## config.mk

```make
export PLATFORM = sky130hd
export DESIGN_NAME = vga_timing_detector_flat
export DESIGN_NICKNAME = d
export VERILOG_FILES = /design/src/rtl/vga_timing_detector_if.sv /design/src/rtl/vga_timing_detector.sv /design/src/flat_wrapper.sv
export SDC_FILE = /design/constraint.sdc
export NUM_CORES = 1
export LEC_CHECK = 0
export ABC_AREA = 1
export BUFFER_PORTS_ARGS = -buffer_cell sky130_fd_sc_hd__buf_2
export CELL_PAD_IN_SITES_DETAIL_PLACEMENT = 1
export CELL_PAD_IN_SITES_GLOBAL_PLACEMENT = 2
export CORE_MARGIN = 10
export CORE_UTILIZATION = 37
export CTS_CLUSTER_DIAMETER = 100
export DETAILED_ROUTE_END_ITERATION = 8
export PLACE_DENSITY = 0.88
export SETUP_SLACK_MARGIN = 0.5
export SLEW_MARGIN = 10
export SYNTH_ARGS = -nofsm -noshare
export SYNTH_HDL_FRONTEND = slang
export SYNTH_SLANG_ARGS = --single-unit
```

## constraint.sdc

```tcl
create_clock -name clk -period 4.3 [get_ports clk]
set_input_delay 0.43 -clock clk [delete_from_list [all_inputs] [get_ports clk]]
set_output_delay 0.43 -clock clk [all_outputs]
set_load 0.03 [all_outputs]
```

## src/rtl/vga_timing_detector_if.sv

```systemverilog
// Signal bundle between a VGA timing source (master) and the timing detector (slave).
interface vga_timing_detector_if #(
    parameter int HW = 11,
    parameter int VW = 10
);
    logic          hsync_in;
    logic          vsync_in;
    logic          de_in;
    logic [HW-1:0] x;
    logic [VW-1:0] y;
    logic          pix_valid;
    logic [HW-1:0] h_total;
    logic [HW-1:0] h_sync_len;
    logic [HW-1:0] h_active;
    logic [VW-1:0] v_total;
    logic [VW-1:0] v_sync_len;
    logic [VW-1:0] v_active;
    logic          locked;
    logic          frame_start;
    logic          err;

    modport master (
        output hsync_in, vsync_in, de_in,
        input  x, y, pix_valid,
        input  h_total, h_sync_len, h_active,
        input  v_total, v_sync_len, v_active,
        input  locked, frame_start, err
    );

    modport slave (
        input  hsync_in, vsync_in, de_in,
        output x, y, pix_valid,
        output h_total, h_sync_len, h_active,
        output v_total, v_sync_len, v_active,
        output locked, frame_start, err
    );
endinterface

```

## src/rtl/vga_timing_detector.sv

```systemverilog
// Measures VGA line/frame geometry from hsync/vsync/de, recovers pixel x/y and reports timing lock.
module vga_timing_detector #(
    parameter int HW          = 11,
    parameter int VW          = 10,
    parameter int SYNC_POL    = 1,
    parameter int LOCK_FRAMES = 2,
    parameter int TOL         = 0
) (
    input  logic                  clk,
    input  logic                  reset,
    vga_timing_detector_if.slave  bus
);

    localparam int         MW      = (LOCK_FRAMES < 1) ? 1 : $clog2(LOCK_FRAMES + 1);
    localparam logic       POL_INV = (SYNC_POL == 0);
    localparam logic [1:0] ST_SEARCH = 2'd0;
    localparam logic [1:0] ST_CHECK  = 2'd1;
    localparam logic [1:0] ST_LOCKED = 2'd2;

    logic hs_p1, vs_p1, de_p1;
    logic hs_p2, vs_p2, de_p2;
    logic hs_rise, hs_fall, vs_rise, de_rise, de_fall;

    logic [HW-1:0] pcnt, line_len, hs_cnt, hs_len, de_cnt, de_len, x_cnt;
    logic [VW-1:0] line_cnt, vs_lines, act_lines, y_cnt;

    logic [HW-1:0] snap_htot, snap_hsync, snap_hact;
    logic [VW-1:0] snap_vtot, snap_vsync, snap_vact;
    logic [HW-1:0] out_htot, out_hsync, out_hact;
    logic [VW-1:0] out_vtot, out_vsync, out_vact;

    logic [1:0]    state;
    logic [MW-1:0] match, next_match;
    logic          locked, frame_start, err;
    logic          timeout, fields_near;

    function automatic logic [HW-1:0] sat_inc_h(input logic [HW-1:0] v);
        sat_inc_h = (v == '1) ? v : v + 1'b1;
    endfunction

    function automatic logic [VW-1:0] sat_inc_v(input logic [VW-1:0] v);
        sat_inc_v = (v == '1) ? v : v + 1'b1;
    endfunction

    function automatic logic near(input logic [31:0] a, input logic [31:0] b);
        logic [31:0] d;
        d    = (a >= b) ? (a - b) : (b - a);
        near = (d <= $unsigned(TOL));
    endfunction

    // Stage 1: polarity-normalised samples; stage 2: delayed copies for edge detection
    always_ff @(posedge clk) begin
        if (reset) begin
            hs_p1 <= 1'b0;
            vs_p1 <= 1'b0;
            de_p1 <= 1'b0;
            hs_p2 <= 1'b0;
            vs_p2 <= 1'b0;
            de_p2 <= 1'b0;
        end else begin
            hs_p1 <= bus.hsync_in ^ POL_INV;
            vs_p1 <= bus.vsync_in ^ POL_INV;
            de_p1 <= bus.de_in;
            hs_p2 <= hs_p1;
            vs_p2 <= vs_p1;
            de_p2 <= de_p1;
        end
    end

    assign hs_rise = hs_p1 & ~hs_p2;
    assign hs_fall = ~hs_p1 & hs_p2;
    assign vs_rise = vs_p1 & ~vs_p2;
    assign de_rise = de_p1 & ~de_p2;
    assign de_fall = ~de_p1 & de_p2;

    // Horizontal measurements; h fields hold the last complete line
    always_ff @(posedge clk) begin
        if (reset) begin
            pcnt     <= '0;
            line_len <= '0;
            hs_cnt   <= '0;
            hs_len   <= '0;
            de_cnt   <= '0;
            de_len   <= '0;
        end else begin
            if (hs_rise) begin
                line_len <= pcnt;
                pcnt     <= HW'(1);
            end else begin
                pcnt <= sat_inc_h(pcnt);
            end

            if (hs_fall) begin
                hs_len <= hs_cnt;
                hs_cnt <= '0;
            end else if (hs_p1) begin
                hs_cnt <= sat_inc_h(hs_cnt);
            end

            if (de_fall) begin
                de_len <= de_cnt;
                de_cnt <= '0;
            end else if (de_p1) begin
                de_cnt <= sat_inc_h(de_cnt);
            end
        end
    end

    // Vertical measurements; an event coinciding with vs rise belongs to the new frame
    always_ff @(posedge clk) begin
        if (reset) begin
            line_cnt  <= '0;
            vs_lines  <= '0;
            act_lines <= '0;
        end else if (vs_rise) begin
            line_cnt  <= VW'(hs_rise);
            vs_lines  <= VW'(hs_rise);
            act_lines <= VW'(de_fall);
        end else begin
            if (hs_rise)
                line_cnt <= sat_inc_v(line_cnt);
            if (hs_rise && vs_p1)
                vs_lines <= sat_inc_v(vs_lines);
            if (de_fall)
                act_lines <= sat_inc_v(act_lines);
        end
    end

    // Pixel coordinates, aligned with de_p2 (pix_valid)
    always_ff @(posedge clk) begin
        if (reset) begin
            x_cnt <= '0;
            y_cnt <= '0;
        end else if (de_rise) begin
            x_cnt <= '0;
            y_cnt <= vs_rise ? '0 : act_lines;
        end else if (de_p1) begin
            x_cnt <= sat_inc_h(x_cnt);
        end
    end

    // Snapshot on vs rise; published fields follow one clock after frame_start
    always_ff @(posedge clk) begin
        if (reset) begin
            frame_start <= 1'b0;
            snap_htot   <= '0;
            snap_hsync  <= '0;
            snap_hact   <= '0;
            snap_vtot   <= '0;
            snap_vsync  <= '0;
            snap_vact   <= '0;
            out_htot    <= '0;
            out_hsync   <= '0;
            out_hact    <= '0;
            out_vtot    <= '0;
            out_vsync   <= '0;
            out_vact    <= '0;
        end else begin
            frame_start <= vs_rise;
            if (vs_rise) begin
                snap_htot  <= line_len;
                snap_hsync <= hs_len;
                snap_hact  <= de_len;
                snap_vtot  <= line_cnt;
                snap_vsync <= vs_lines;
                snap_vact  <= act_lines;
            end
            if (frame_start) begin
                out_htot  <= snap_htot;
                out_hsync <= snap_hsync;
                out_hact  <= snap_hact;
                out_vtot  <= snap_vtot;
                out_vsync <= snap_vsync;
                out_vact  <= snap_vact;
            end
        end
    end

    assign timeout = (pcnt == '1);

    assign fields_near = near(32'(line_len),  32'(snap_htot))  &
                         near(32'(hs_len),    32'(snap_hsync)) &
                         near(32'(de_len),    32'(snap_hact))  &
                         near(32'(line_cnt),  32'(snap_vtot))  &
                         near(32'(vs_lines),  32'(snap_vsync)) &
                         near(32'(act_lines), 32'(snap_vact));

    // match==0 means the stored snapshot is not yet a trusted reference (partial frame
    // after search, or the frame that broke lock), so the current frame starts a new run.
    always_comb begin
        next_match = '0;
        if (match == '0)
            next_match = MW'(1);
        else if (fields_near)
            next_match = match + 1'b1;
    end

    always_ff @(posedge clk) begin
        if (reset) begin
            state  <= ST_SEARCH;
            match  <= '0;
            locked <= 1'b0;
            err    <= 1'b0;
        end else begin
            err <= 1'b0;
            if (timeout) begin
                state  <= ST_SEARCH;
                match  <= '0;
                locked <= 1'b0;
                if (state == ST_LOCKED)
                    err <= 1'b1;
            end else if (vs_rise) begin
                case (state)
                    ST_SEARCH: begin
                        state <= ST_CHECK;
                        match <= '0;
                    end
                    ST_CHECK: begin
                        match <= next_match;
                        if (next_match == MW'(LOCK_FRAMES)) begin
                            state  <= ST_LOCKED;
                            locked <= 1'b1;
                        end
                    end
                    ST_LOCKED: begin
                        if (!fields_near) begin
                            err    <= 1'b1;
                            locked <= 1'b0;
                            state  <= ST_CHECK;
                            match  <= '0;
                        end
                    end
                    default: begin
                        state <= ST_SEARCH;
                        match <= '0;
                    end
                endcase
            end
        end
    end

    assign bus.x           = x_cnt;
    assign bus.y           = y_cnt;
    assign bus.pix_valid   = de_p2;
    assign bus.h_total     = out_htot;
    assign bus.h_sync_len  = out_hsync;
    assign bus.h_active    = out_hact;
    assign bus.v_total     = out_vtot;
    assign bus.v_sync_len  = out_vsync;
    assign bus.v_active    = out_vact;
    assign bus.locked      = locked;
    assign bus.frame_start = frame_start;
    assign bus.err         = err;

endmodule

```

## src/flat_wrapper.sv

```systemverilog
// flat-port wrapper written by rule: the top's interface ports become plain ports
module vga_timing_detector_flat 
#(
    parameter int HW          = 11,
    parameter int VW          = 10,
    parameter int SYNC_POL    = 1,
    parameter int LOCK_FRAMES = 2,
    parameter int TOL         = 0
)
  (clk, reset, bus_hsync_in, bus_vsync_in, bus_de_in, bus_x, bus_y, bus_pix_valid, bus_h_total, bus_h_sync_len, bus_h_active, bus_v_total, bus_v_sync_len, bus_v_active, bus_locked, bus_frame_start, bus_err);
  vga_timing_detector_if #(.HW(HW), .VW(VW)) bus_i ();
  input  logic clk;
  input  logic reset;
  input wire logic [$bits(bus_i.hsync_in)-1:0] bus_hsync_in;
  input wire logic [$bits(bus_i.vsync_in)-1:0] bus_vsync_in;
  input wire logic [$bits(bus_i.de_in)-1:0] bus_de_in;
  output wire logic [$bits(bus_i.x)-1:0] bus_x;
  output wire logic [$bits(bus_i.y)-1:0] bus_y;
  output wire logic [$bits(bus_i.pix_valid)-1:0] bus_pix_valid;
  output wire logic [$bits(bus_i.h_total)-1:0] bus_h_total;
  output wire logic [$bits(bus_i.h_sync_len)-1:0] bus_h_sync_len;
  output wire logic [$bits(bus_i.h_active)-1:0] bus_h_active;
  output wire logic [$bits(bus_i.v_total)-1:0] bus_v_total;
  output wire logic [$bits(bus_i.v_sync_len)-1:0] bus_v_sync_len;
  output wire logic [$bits(bus_i.v_active)-1:0] bus_v_active;
  output wire logic [$bits(bus_i.locked)-1:0] bus_locked;
  output wire logic [$bits(bus_i.frame_start)-1:0] bus_frame_start;
  output wire logic [$bits(bus_i.err)-1:0] bus_err;
  assign bus_i.hsync_in = bus_hsync_in;
  assign bus_i.vsync_in = bus_vsync_in;
  assign bus_i.de_in = bus_de_in;
  assign bus_x = bus_i.x;
  assign bus_y = bus_i.y;
  assign bus_pix_valid = bus_i.pix_valid;
  assign bus_h_total = bus_i.h_total;
  assign bus_h_sync_len = bus_i.h_sync_len;
  assign bus_h_active = bus_i.h_active;
  assign bus_v_total = bus_i.v_total;
  assign bus_v_sync_len = bus_i.v_sync_len;
  assign bus_v_active = bus_i.v_active;
  assign bus_locked = bus_i.locked;
  assign bus_frame_start = bus_i.frame_start;
  assign bus_err = bus_i.err;
  vga_timing_detector #(.HW(HW), .VW(VW), .SYNC_POL(SYNC_POL), .LOCK_FRAMES(LOCK_FRAMES), .TOL(TOL)) u_core (.clk(clk), .reset(reset), .bus(bus_i));
endmodule
```

==> impl_metrics.prom, run 1 <==
# TYPE chip_impl_metric gauge
chip_impl_info{name="outcome",value="completed"} 1
chip_impl_metric{name="cellPowerDensity",unit="mW/mm²"} 346
chip_impl_metric{name="setup_total_negative_slack",unit="ns"} 0
chip_impl_info{name="worst_path_max_delay_cell",value="sky130_fd_sc_hd__ha_1"} 1
chip_impl_info{name="crit_path_capture_type",value="register"} 1
chip_impl_metric{name="number_of_sinks_handled_by_clock_tree_synthesis",unit=""} 256
chip_impl_metric{name="leakagePower",unit="µW"} 0.00930
chip_impl_metric{name="grt_usage",unit=""} 0.206
chip_impl_metric{name="detailedPlace.worstSlack",unit="ns"} 1.09
chip_impl_metric{name="period_utilization_post_route",unit=""} 0.755
chip_impl_metric{name="routedWlPerCell",unit="µm"} 17.2
chip_impl_info{name="mostFrequentLayoutCell",value="sky130_fd_sc_hd__nand2_1"} 1
chip_impl_metric{name="worst_clock_skew",unit="ns"} 0.0355
chip_impl_metric{name="num_rows",unit=""} 78
chip_impl_info{name="path_class",value="register to register"} 1
chip_impl_metric{name="height_of_the_die",unit="µm"} 233
chip_impl_metric{name="worst_slack",unit="ns"} 1.05
chip_impl_metric{name="timing.fmax",unit="GHz"} 0.308
chip_impl_metric{name="design.die.area",unit="mm²"} 0.0543
chip_impl_metric{name="post_synth_fa_ha_maj_area_fraction",unit=""} 0.102
chip_impl_metric{name="die_width",unit="µm"} 233
chip_impl_metric{name="first_global_vias",unit=""} 17800
chip_impl_info{name="worstHoldPathType",value="input port to register"} 1
chip_impl_info{name="synth_ff_type",value="sky130_fd_sc_hd__dfxtp_1"} 1
chip_impl_metric{name="ctsHoldBuffers",unit=""} 0
chip_impl_metric{name="cap_violations",unit=""} 0
chip_impl_metric{name="synth.cell_area",unit="mm²"} 0.0168
chip_impl_metric{name="max_slew_margin",unit=""} 0.337
chip_impl_info{name="critical_path.startpoint_type",value="register"} 1
chip_impl_info{name="root_buffer",value="sky130_fd_sc_hd__clkbuf_16"} 1
chip_impl_metric{name="postSynthCellCount",unit=""} 2617
chip_impl_metric{name="post-cts-setup-buffers",unit=""} 0
chip_impl_metric{name="number_of_enable_type_register_cells_in_the_synthesized_netlist",unit=""} 0
chip_impl_metric{name="route.vias.total",unit=""} 16800
chip_impl_metric{name="syn_area_per_cell",unit="µm²"} 6.42
chip_impl_info{name="synth_top_family_by_area",value="simple AND/OR/NAND/NOR gates"} 1
chip_impl_metric{name="floorplan.initialDensity",unit=""} 0.372
chip_impl_metric{name="total_of_flip_flops_plus_latches_after_synthesis",unit=""} 256
chip_impl_metric{name="clk-insertion-delay-late",unit="ns"} 0.60
chip_impl_metric{name="finalWirelength",unit="µm"} 56800
chip_impl_metric{name="number_of_i_o_pins",unit=""} 93
chip_impl_info{name="cp_cell_sequence",value="inv_1 > ha_1 > nand2_1 > nand2_1 > nand2_1 > nand2_1 > nand2_1 > nand3_1 > nor2_2 > nand2_1 > nand3_1 > nand4_1 > nor2_1 > nand3_1 > nor2_2 > nand3_1 > nand2_2 > inv_2 > a21oi_1 > nor2_1"} 1
chip_impl_metric{name="global_route_wire_length_before_repair",unit="µm"} 92200
chip_impl_metric{name="finalWorstPathRequiredPeriod",unit="ns"} 3.25
chip_impl_metric{name="dp_hpwl",unit="µm"} 44800
chip_impl_metric{name="setup_viol",unit=""} 0
chip_impl_metric{name="cpPeakStageDelay",unit="ns"} 0.44
chip_impl_metric{name="globalRoute.totalOverflow",unit=""} 0
chip_impl_metric{name="postSynth.asyncResetShare",unit=""} 0
chip_impl_metric{name="synth_nets",unit=""} 2759
chip_impl_metric{name="remaining_antenna_violation_count_after_routing",unit=""} 0
chip_impl_metric{name="detail_route.first_pass.iterations",unit=""} 5
chip_impl_metric{name="resized_after_cts",unit=""} 0
chip_impl_metric{name="yosysWarnings",unit=""} 0
chip_impl_info{name="tritoncts",value="done"} 1
chip_impl_metric{name="initial_antenna_violation_count",unit=""} 1
chip_impl_metric{name="finish.utilization",unit=""} 0.417
chip_impl_info{name="rsz0062_at_grt",value="false"} 1
chip_impl_metric{name="synthXorXnorAreaFrac",unit=""} 0.0156
chip_impl_metric{name="post_route_cells_drive_above_1_share",unit=""} 0.0776
chip_impl_metric{name="detailedRoute.firstIterationViolations",unit=""} 760
chip_impl_metric{name="finalPower",unit="µW"} 6510
chip_impl_metric{name="number_of_buffers_created_by_cts",unit=""} 30
chip_impl_metric{name="worstPathMaxFanout",unit=""} 12
chip_impl_metric{name="route.detailed.drc",unit=""} 0
chip_impl_metric{name="synth_compound_area_frac",unit=""} 0.165
chip_impl_info{name="most_repeated_library_cell_on_the_critical_path",value="sky130_fd_sc_hd__nand2_1"} 1
chip_impl_metric{name="yosys.cell_types.count",unit=""} 48
chip_impl_metric{name="hold-worst-slack",unit="ns"} 0.0365
chip_impl_metric{name="worstMarginPinSlew",unit="ns"} 0.991
chip_impl_metric{name="finish.net_count",unit=""} 2825
chip_impl_metric{name="ir_drop",unit="mV"} 0.315
chip_impl_metric{name="place_congestion",unit=""} 0.916
chip_impl_metric{name="synth_simple_gate_area_share",unit=""} 0.295
chip_impl_info{name="layout_common_cells",value="689 x sky130_fd_sc_hd__nand2_1, 431 x sky130_fd_sc_hd__inv_1, 255 x sky130_fd_sc_hd__dfxtp_1"} 1
chip_impl_metric{name="numPortBuffers",unit=""} 92
chip_impl_metric{name="htree_num_levels",unit=""} 1
chip_impl_metric{name="drv_slew",unit=""} 0
chip_impl_metric{name="sequential_share_of_the_synthesized_area",unit=""} 0.305
chip_impl_metric{name="worst_ep_arrival_time",unit="ns"} 3.73
chip_impl_metric{name="flow.area_growth_from_synthesis",unit="%"} 11.9
chip_impl_metric{name="worst-endpoint-required",unit="ns"} 4.78
chip_impl_metric{name="viasPerCell",unit=""} 5.08
chip_impl_metric{name="cts_buffer_depth",unit=""} 3
chip_impl_metric{name="core-area",unit="mm²"} 0.0451
chip_impl_metric{name="n_antenna_cell",unit=""} 0
chip_impl_metric{name="grt_start_max_net_pins",unit=""} 91
chip_impl_metric{name="hold_violations",unit=""} 0
chip_impl_metric{name="post_synth_mux_area_share",unit=""} 0.000596
chip_impl_metric{name="clk_pin_slew",unit="ns"} 0.06
==> synthesized netlist by cell type, types with 6 or more instances <==
cell type                  instances  area (µm²)
sky130_fd_sc_hd__nor2_2            8        50.1
sky130_fd_sc_hd__o21ai_0         171         856
sky130_fd_sc_hd__dfxtp_1         256        5120
sky130_fd_sc_hd__nand2_2          10        62.6
sky130_fd_sc_hd__nor2_1          194         728
sky130_fd_sc_hd__inv_2            12        45.0
sky130_fd_sc_hd__nand4_1          44         275
sky130_fd_sc_hd__or2_2             6        37.5
sky130_fd_sc_hd__nand2_1         689        2590
sky130_fd_sc_hd__o21ai_1           6        30.0
sky130_fd_sc_hd__clkbuf_1         40         150
sky130_fd_sc_hd__nor3_1           20         100
sky130_fd_sc_hd__nand3b_1         12        90.1
sky130_fd_sc_hd__inv_1           431        1620
sky130_fd_sc_hd__ha_1            137        1710
sky130_fd_sc_hd__nand3_1         162         811
sky130_fd_sc_hd__o21bai_1         16         120
sky130_fd_sc_hd__xor2_1           25         219
sky130_fd_sc_hd__buf_1             7        26.3
sky130_fd_sc_hd__o22ai_1          63         394
sky130_fd_sc_hd__nor4_1            7        43.8
sky130_fd_sc_hd__buf_2            12        60.1
sky130_fd_sc_hd__a21oi_1         236        1180
==> cell families (layout without fill, tap and decap cells) <==
group,after synthesis,count (layout)
XOR/XNOR,30,30
adder cells (fa/ha/maj),137,137
flip-flops,256,256
AO/OA/AOI/OAI,515,515
buffers and inverters,509,597
AND/OR/NAND/NOR,1169,1169
multiplexers,1,1
==> final timing paths <==
| path | start | endpoint | slack, ns | depth (start not counted) |
|---|---|---|---|---|
| setup / recovery | u_core.snap_vact[3]$_SDFFE_PP0P_ | u_core.state[0]$_SDFFE_PP0P_ | 1.05 | 20 |
| hold / removal | bus_hsync_in | u_core.hs_p1$_SDFF_PP0_ | 0.04 | 3 |
| setup reg to reg | u_core.snap_vact[3]$_SDFFE_PP0P_ | u_core.state[0]$_SDFFE_PP0P_ | 1.05 | 20 |
| hold reg to reg | u_core.vs_p1$_SDFF_PP0_ | u_core.vs_p2$_SDFF_PP0_ | 0.45 | 2 |
==> state kept, by name, summed over array words and instances (netlist names), 11 cells and up <==
register and count:
u_core.bus.h_total 11, u_core.snap_hsync 11, u_core.bus.h_sync_len 11, u_core.hs_cnt 11
u_core.bus.x 11, u_core.hs_len 11, u_core.bus.h_active 11, u_core.snap_htot 11
u_core.de_cnt 11, u_core.snap_hact 11, u_core.de_len 11, u_core.pcnt 11
u_core.line_len 11
==> final cells by class <==
cell class              count  area [µm²]
clock buffers              41         903
repair buffers             99         538
fillers                  6055       26300
flip-flops and latches    256        5130
inverters                 444        1670
well taps                 600         751
clock inverters            13        87.6
multi-input cells        1852        9720
==> per-stage QoR <==
stage	cell area, µm²	cells
2_1_floorplan	16800	2617
3_3_place_gp	17800	3251
3_5_place_dp	17800	3251
4_1_cts	18800	3305
5_1_grt	18800	3305
6_report	18800	3305
==> worst max-delay path, delay by kind of cell, from the launching register on <==
kind | cells | cell delay (ns)
AOI/OAI and AO/OA | 1 | 0.16
adders and majority gates | 1 | 0.44
buffers and inverters | 2 | 0.16
DFF | 1 | 0.33
and+or+nand+nor | 16 | 2.03
==> layer usage <==
metal / up-vias / routed length (µm) / global-route usage
met2: 173 / 27300 / 0.366
met5: - / 0 / 0
met4: 0 / 767 / 0.0302
met1: 8060 / 27000 / 0.264
met3: 48 / 1640 / 0.0278
li1: 8519 / - / -
==> where the power goes <==
part	internal [µW]	switching (µW)
Clock	1470	1090
Sequential	2440	56.0
Combinational	444	1020
Total	4350	2160
Power figures use the tool's default switching activity.
==> inputs of run 2 (changes only) <==
--- a/config.mk
+++ b/config.mk
@@ -10,10 +10,10 @@
 export CELL_PAD_IN_SITES_DETAIL_PLACEMENT = 1
 export CELL_PAD_IN_SITES_GLOBAL_PLACEMENT = 2
 export CORE_MARGIN = 10
-export CORE_UTILIZATION = 37
+export CORE_UTILIZATION = 31
 export CTS_CLUSTER_DIAMETER = 100
 export DETAILED_ROUTE_END_ITERATION = 8
-export PLACE_DENSITY = 0.88
+export PLACE_DENSITY = 0.79
 export SETUP_SLACK_MARGIN = 0.5
 export SLEW_MARGIN = 10
 export SYNTH_ARGS = -nofsm -noshare
==> constraint.sdc (replaced) <==
create_clock -name clk -period 2.9 [get_ports clk]
set_input_delay 0.29 -clock clk [delete_from_list [all_inputs] [get_ports clk]]
set_output_delay 0.29 -clock clk [all_outputs]
set_load 0.03 [all_outputs]
==> run 2 against run 1 <==
  * Sequential share of layout area is 3.9 points lower
  * Clock skew is 0.013 ns lower
  * Utilization is 0.44 points lower
  * Global-route usage is 1.4 points lower
  * Routed wire length is 8.9% higher
  * Via count is 4.7% higher
  * Largest power group unchanged
==> impl_metrics.prom, run 2 (same netlist as run 1, synthesis figures left out) <==
# TYPE chip_impl_metric gauge
chip_impl_info{name="outcome",value="completed"} 1
chip_impl_metric{name="max_slew_margin",unit=""} 0.477
chip_impl_info{name="worst_path_max_delay_cell",value="sky130_fd_sc_hd__dfxtp_2"} 1
chip_impl_info{name="path_class",value="register to register"} 1
chip_impl_metric{name="core-area",unit="mm²"} 0.0537
chip_impl_metric{name="finish.net_count",unit=""} 3007
chip_impl_info{name="tritoncts",value="done"} 1
chip_impl_metric{name="number_of_buffers_created_by_cts",unit=""} 34
chip_impl_metric{name="clk-insertion-delay-late",unit="ns"} 0.55
chip_impl_info{name="root_buffer",value="sky130_fd_sc_hd__clkbuf_16"} 1
chip_impl_metric{name="finish.utilization",unit=""} 0.412
chip_impl_metric{name="dp_hpwl",unit="µm"} 47600
chip_impl_metric{name="detailedPlace.worstSlack",unit="ns"} -0.176
chip_impl_metric{name="worst_ep_arrival_time",unit="ns"} 3.28
chip_impl_metric{name="drv_slew",unit=""} 0
chip_impl_metric{name="timing.fmax",unit="GHz"} 0.357
chip_impl_metric{name="finalWirelength",unit="µm"} 61800
chip_impl_metric{name="worstPathMaxFanout",unit=""} 6
chip_impl_metric{name="period_utilization_post_route",unit=""} 0.965
chip_impl_metric{name="first_global_vias",unit=""} 18700
chip_impl_metric{name="number_of_i_o_pins",unit=""} 93
chip_impl_info{name="worstHoldPathType",value="input port to register"} 1
chip_impl_metric{name="num_rows",unit=""} 85
chip_impl_metric{name="worst_clock_skew",unit="ns"} 0.0223
chip_impl_metric{name="die_width",unit="µm"} 253
chip_impl_metric{name="cellPowerDensity",unit="mW/mm²"} 491
chip_impl_info{name="cp_cell_sequence",value="inv_2 > ha_4 > buf_4 > nand2_1 > inv_1 > o21ai_0 > nand2_1 > a21oi_1 > nand3_2 > nand2_2 > nand2_1 > a21oi_2 > nand2_1 > nor2_1 > nand3_1 > nor2_2 > nand3_2 > nand2_4 > inv_4 > nand2_2 > nand2_2 > a21oi_2"} 1
chip_impl_info{name="rsz0062_at_grt",value="true"} 1
chip_impl_metric{name="setup_total_negative_slack",unit="ns"} 0
chip_impl_metric{name="setup_viol",unit=""} 0
chip_impl_metric{name="fillers",unit=""} 6782
chip_impl_metric{name="numPortBuffers",unit=""} 92
chip_impl_metric{name="finalPower",unit="µW"} 10900
chip_impl_metric{name="number_of_sinks_handled_by_clock_tree_synthesis",unit=""} 256
chip_impl_metric{name="n_antenna_cell",unit=""} 0
chip_impl_metric{name="worst_slack",unit="ns"} 0.103
chip_impl_metric{name="cts_buffer_depth",unit=""} 3
chip_impl_metric{name="detailedRoute.firstIterationViolations",unit=""} 667
chip_impl_metric{name="height_of_the_die",unit="µm"} 253
chip_impl_metric{name="viasPerCell",unit=""} 4.90
chip_impl_metric{name="finalWorstPathRequiredPeriod",unit="ns"} 2.80
chip_impl_metric{name="worstMarginPinSlew",unit="ns"} 0.784
chip_impl_metric{name="detail_route.first_pass.iterations",unit=""} 5
chip_impl_metric{name="clk_pin_slew",unit="ns"} 0.06
chip_impl_metric{name="route.vias.total",unit=""} 17600
chip_impl_metric{name="globalRoute.totalOverflow",unit=""} 0
chip_impl_metric{name="worst-endpoint-required",unit="ns"} 3.38
chip_impl_metric{name="flow.area_growth_from_synthesis",unit="%"} 31.9
chip_impl_metric{name="global_route_wire_length_before_repair",unit="µm"} 99800
chip_impl_metric{name="design.die.area",unit="mm²"} 0.0639
chip_impl_info{name="mostFrequentLayoutCell",value="sky130_fd_sc_hd__nand2_1"} 1
chip_impl_info{name="layout_common_cells",value="611 x sky130_fd_sc_hd__nand2_1, 384 x sky130_fd_sc_hd__inv_1, 218 x sky130_fd_sc_hd__a21oi_1, 218 x sky130_fd_sc_hd__dfxtp_1, 168 x sky130_fd_sc_hd__buf_4"} 1
chip_impl_metric{name="place_congestion",unit=""} 0.909
chip_impl_info{name="crit_path_capture_type",value="register"} 1
chip_impl_metric{name="routedWlPerCell",unit="µm"} 17.2
chip_impl_metric{name="initial_antenna_violation_count",unit=""} 0
chip_impl_metric{name="leakagePower",unit="µW"} 0.0105
chip_impl_metric{name="ir_drop",unit="mV"} 0.342
chip_impl_metric{name="post_route_cells_drive_above_1_share",unit=""} 0.248
chip_impl_metric{name="remaining_antenna_violation_count_after_routing",unit=""} 0
chip_impl_metric{name="hold_violations",unit=""} 0
chip_impl_metric{name="hold-worst-slack",unit="ns"} 0.0996
chip_impl_info{name="critical_path.startpoint_type",value="register"} 1
chip_impl_metric{name="floorplan.initialDensity",unit=""} 0.313
chip_impl_metric{name="cpPeakStageDelay",unit="ns"} 0.34
chip_impl_metric{name="grt_usage",unit=""} 0.192
chip_impl_metric{name="register_to_register_path_setup_slack",unit="ns"} 0.10
chip_impl_metric{name="route.detailed.drc",unit=""} 0
chip_impl_metric{name="htree_num_levels",unit=""} 2
chip_impl_info{name="most_repeated_library_cell_on_the_critical_path",value="sky130_fd_sc_hd__nand2_1"} 1
chip_impl_metric{name="cap_violations",unit=""} 0
chip_impl_metric{name="grt_start_max_net_pins",unit=""} 51
[run 2: cell types whose count changed in the layout (fill, tap and decap cells not counted), moves of 44 or more]
cell | previous run | this run
sky130_fd_sc_hd__inv_1 | 431 | 384
sky130_fd_sc_hd__nand2_1 | 689 | 611
sky130_fd_sc_hd__nor2_1 | 193 | 149
sky130_fd_sc_hd__ha_1 | 137 | 79
sky130_fd_sc_hd__buf_4 | 5 | 168
sky130_fd_sc_hd__ha_4 | 0 | 55
sky130_fd_sc_hd__inv_2 | 12 | 57
sky130_fd_sc_hd__nand2_2 | 10 | 70
[run 2: worst paths after layout]
kind	start	endpoint	cells past startpoint
setup reg to reg	u_core.snap_hact[5]$_SDFFE_PP0P_	u_core.state[1]$_SDFFE_PP0P_	22
hold reg to reg	u_core.bus.y[3]$_SDFFE_PP0P_	u_core.bus.y[3]$_SDFFE_PP0P_	2
setup / recovery	u_core.snap_hact[5]$_SDFFE_PP0P_	u_core.state[1]$_SDFFE_PP0P_	22
hold / removal	reset	u_core.vs_p2$_SDFF_PP0_	2
[run 2: metal layers]
layer,global-route usage,part of all wire,up-vias
met5,0,0,-
met4,0.0542,0.025,0
met3,0.0332,0.036,84
met2,0.330,0.48,214
met1,0.241,0.46,8389
li1,-,-,8898
[run 2: cell type report]
class,instances,area (µm²),area share
clock buffers,45,995,0.0449
clock inverters,16,194,0.00875
inverters,444,1670,0.0756
multi-input cells,1856,11400,0.513
flip-flops and latches,256,5170,0.234
well taps,696,871,0.0393
repair buffers,273,1890,0.0853
[run 2: power by group]
group          internal, µW  switching, µW
clock network          2710           1740
logic                   995           1730
registers              3610           82.4
[run 2: worst max-delay path, delay by kind of cell (launching register included)]
kind | cells | cell delay (ns)
AOI/OAI and AO/OA | 4 | 0.57
and+or+nand+nor | 13 | 1.27
buffers and inverters | 4 | 0.32
DFF | 1 | 0.34
adders and majority gates | 1 | 0.21
[run 2: stage by stage]
stage / instances / cell area [µm²]
final: 3586 / 22200
after global routing: 3586 / 22200
after CTS: 3569 / 21600
after detailed placement: 3457 / 18900
after global placement: 3457 / 18900
after floorplan: 2617 / 17000
[run 2: timing repair]
item                                   CTS  global route
gates cloned                             3             1
hold buffers                             3             0
pin swaps                               71            68
setup buffers                           45            16
setup endpoints to repair                9            23
endpoints found under the hold margin    3             0
gates resized for setup                252           127
==> inputs of run 3 (changes only) <==
--- a/config.mk
+++ b/config.mk
@@ -10,10 +10,11 @@
 export CELL_PAD_IN_SITES_DETAIL_PLACEMENT = 1
 export CELL_PAD_IN_SITES_GLOBAL_PLACEMENT = 2
 export CORE_MARGIN = 10
-export CORE_UTILIZATION = 31
+export CORE_UTILIZATION = 32
+export CTS_BUF_LIST = sky130_fd_sc_hd__clkbuf_8
 export CTS_CLUSTER_DIAMETER = 100
 export DETAILED_ROUTE_END_ITERATION = 8
-export PLACE_DENSITY = 0.79
+export PLACE_DENSITY = 0.81
 export SETUP_SLACK_MARGIN = 0.5
 export SLEW_MARGIN = 10
 export SYNTH_ARGS = -nofsm -noshare
==> run 3 against run 2 <==
  * Critical path depth fell by 1
  * Highest routed layer unchanged
  * Largest power group unchanged
  * Die area fell by 2.9%
  * First-iteration DRC count rose by 11%
==> impl_metrics.prom, run 3 (same netlist as run 1, synthesis figures left out) <==
# TYPE chip_impl_metric gauge
chip_impl_info{name="outcome",value="completed"} 1
chip_impl_metric{name="numPortBuffers",unit=""} 92
chip_impl_metric{name="final_cells",unit=""} 3609
chip_impl_metric{name="detail_route.first_pass.iterations",unit=""} 5
chip_impl_metric{name="routedWlPerCell",unit="µm"} 17.0
chip_impl_metric{name="worstMarginPinSlew",unit="ns"} 0.723
chip_impl_info{name="crit_path_capture_type",value="register"} 1
chip_impl_metric{name="max_slew_margin",unit=""} 0.518
chip_impl_info{name="mostFrequentLayoutCell",value="sky130_fd_sc_hd__nand2_1"} 1
chip_impl_metric{name="remaining_antenna_violation_count_after_routing",unit=""} 0
chip_impl_metric{name="place_area",unit="mm²"} 0.0190
chip_impl_metric{name="number_of_i_o_pins",unit=""} 93
chip_impl_metric{name="worst-endpoint-required",unit="ns"} 3.47
chip_impl_metric{name="cap_violations",unit=""} 0
chip_impl_info{name="root_buffer",value="sky130_fd_sc_hd__clkbuf_8"} 1
chip_impl_metric{name="hold_violations",unit=""} 0
chip_impl_metric{name="worstPathMaxFanout",unit=""} 8
chip_impl_metric{name="setup_viol",unit=""} 0
chip_impl_metric{name="drv_slew",unit=""} 0
chip_impl_metric{name="leakagePower",unit="µW"} 0.0105
chip_impl_metric{name="finish.utilization",unit=""} 0.426
chip_impl_metric{name="clk_pin_slew",unit="ns"} 0.06
chip_impl_metric{name="worst_ep_arrival_time",unit="ns"} 3.45
chip_impl_metric{name="timing.fmax",unit="GHz"} 0.348
chip_impl_info{name="rsz0062_at_grt",value="true"} 1
chip_impl_metric{name="design.die.area",unit="mm²"} 0.0620
chip_impl_metric{name="grt_start_max_net_pins",unit=""} 74
chip_impl_metric{name="number_of_buffers_created_by_cts",unit=""} 50
chip_impl_metric{name="grt_usage",unit=""} 0.191
chip_impl_metric{name="clk-insertion-delay-late",unit="ns"} 0.64
chip_impl_metric{name="floorplan.initialDensity",unit=""} 0.325
chip_impl_metric{name="die_width",unit="µm"} 249
chip_impl_metric{name="place.detailed.instances",unit=""} 3456
chip_impl_metric{name="height_of_the_die",unit="µm"} 249
chip_impl_metric{name="ir_drop",unit="mV"} 0.287
chip_impl_metric{name="route.detailed.drc",unit=""} 0
chip_impl_metric{name="finalWorstPathRequiredPeriod",unit="ns"} 2.88
chip_impl_metric{name="finalWirelength",unit="µm"} 61400
chip_impl_info{name="worstHoldPathType",value="input port to register"} 1
chip_impl_info{name="layout_common_cells",value="607 x sky130_fd_sc_hd__nand2_1, 408 x sky130_fd_sc_hd__inv_1, 226 x sky130_fd_sc_hd__dfxtp_1"} 1
chip_impl_info{name="tritoncts",value="done"} 1
chip_impl_metric{name="place_congestion",unit=""} 0.905
chip_impl_metric{name="global_route_wire_length_before_repair",unit="µm"} 99300
chip_impl_metric{name="viasPerCell",unit=""} 4.95
chip_impl_metric{name="flow.area_growth_from_synthesis",unit="%"} 31.0
chip_impl_metric{name="htree_num_levels",unit=""} 2
chip_impl_metric{name="num_rows",unit=""} 83
chip_impl_metric{name="core-area",unit="mm²"} 0.0516
chip_impl_metric{name="number_of_sinks_handled_by_clock_tree_synthesis",unit=""} 256
chip_impl_metric{name="fillers",unit=""} 6572
chip_impl_metric{name="cellPowerDensity",unit="mW/mm²"} 476
chip_impl_metric{name="worst_clock_skew",unit="ns"} 0.0359
chip_impl_metric{name="globalRoute.totalOverflow",unit=""} 0
chip_impl_info{name="critical_path.startpoint_type",value="register"} 1
chip_impl_metric{name="finish.net_count",unit=""} 3029
chip_impl_info{name="path_class",value="register to register"} 1
chip_impl_metric{name="dp_hpwl",unit="µm"} 47200
chip_impl_metric{name="design_area",unit="mm²"} 0.0220
chip_impl_metric{name="detailedRoute.firstIterationViolations",unit=""} 739
chip_impl_metric{name="post_route_cells_drive_above_1_share",unit=""} 0.246
chip_impl_metric{name="initial_antenna_violation_count",unit=""} 1
chip_impl_metric{name="route.vias.total",unit=""} 17800
chip_impl_metric{name="cts_buffer_depth",unit=""} 3
chip_impl_metric{name="first_global_vias",unit=""} 19000
chip_impl_metric{name="period_utilization_post_route",unit=""} 0.992
run 3: cell count changes in the layout (fill, tap and decap cells not counted), sizes merged:
cell | before | now
clkbuf | 45 | 63
clkinv | 7 | 14
buf | 270 | 276
inv | 448 | 454
clkinvlp | 2 | 3
diode | 0 | 1
nand2 | 706 | 705
nand4 | 46 | 47
run 3: layout make-up:
cell class                      instances  area [µm²]  area share
Antenna cell                            1        2.50    0.000114
Clock buffer                           63         867      0.0394
Clock inverter                         30         245      0.0111
Inverter                              444        1670      0.0760
Multi-Input combinational cell       1856       11300       0.512
Sequential cell                       256        5160       0.235
Tap cell                              680         851      0.0387
Timing Repair Buffer                  279        1930      0.0878
run 3: path summary, 6_finish.rpt:
kind	depth (start not counted)	startpoint	to	slack [ns]
max	21	u_core.snap_hact[9]$_SDFFE_PP0P_	u_core.state[1]$_SDFFE_PP0P_	0.02
min	2	reset	u_core.de_p1$_SDFF_PP0_	0.16
max reg2reg	21	u_core.snap_hact[9]$_SDFFE_PP0P_	u_core.state[1]$_SDFFE_PP0P_	0.02
min reg2reg	2	u_core.bus.y[2]$_SDFFE_PP0P_	u_core.bus.y[2]$_SDFFE_PP0P_	0.47
run 3: per-layer routing:
layer,up-vias,wire length [µm],GRT usage
li1,8978,-,-
met1,8531,27800,0.232
met2,246,29800,0.337
met3,92,2220,0.0322
met4,0,1630,0.0556
met5,-,0,0
run 3: what timing repair did:
action / in CTS / in global routing
gates cloned: 3 / 1
hold buffers: 3 / 0
gates resized for setup: 183 / 158
setup buffers: 34 / 18
pin swaps: 46 / 69
hold endpoints to repair: 3 / 0
endpoints found under the setup margin: 13 / 24
run 3: where the power goes:
part / switching (µW) / internal, µW
registers: 81.2 / 3620
clock network: 1780 / 2260
logic: 1740 / 993
total: 3600 / 6870
run 3: through the flow:
step | setup WS [ns] | power, µW | setup TNS (ns) | hold WS (ns)
finish | 0.0227 | 10500 | 0 | 0.162
global route | -0.162 | 11100 | -0.709 | 0.126
CTS | 0.126 | 10400 | 0 | 0.0985
detailed placement | -0.117 | 6050 | -0.518 | 0.449
global placement | -0.0474 | 6010 | -0.0810 | 0.447
floorplan | 0.417 | 5330 | 0 | 0.397
run 3: worst max-delay path, stage by stage (launching register included):
cell and delay, ns:
sky130_fd_sc_hd__dfxtp_2 0.33, sky130_fd_sc_hd__inv_2 0.05, sky130_fd_sc_hd__ha_4 0.28, sky130_fd_sc_hd__nand2_2 0.06
sky130_fd_sc_hd__inv_2 0.07, sky130_fd_sc_hd__nand2_4 0.06, sky130_fd_sc_hd__nor3_4 0.23, sky130_fd_sc_hd__nand2_4 0.17
sky130_fd_sc_hd__nand2_8 0.13, sky130_fd_sc_hd__nand2_4 0.05, sky130_fd_sc_hd__nand3b_1 0.15, sky130_fd_sc_hd__buf_4 0.13
sky130_fd_sc_hd__nand2_1 0.04, sky130_fd_sc_hd__nor2_1 0.08, sky130_fd_sc_hd__nand2_1 0.10, sky130_fd_sc_hd__nor2_2 0.12
sky130_fd_sc_hd__nand3_1 0.08, sky130_fd_sc_hd__nor2_1 0.11, sky130_fd_sc_hd__nand4_1 0.12, sky130_fd_sc_hd__nand2_2 0.19
sky130_fd_sc_hd__nand3_1 0.12, sky130_fd_sc_hd__a21oi_2 0.14
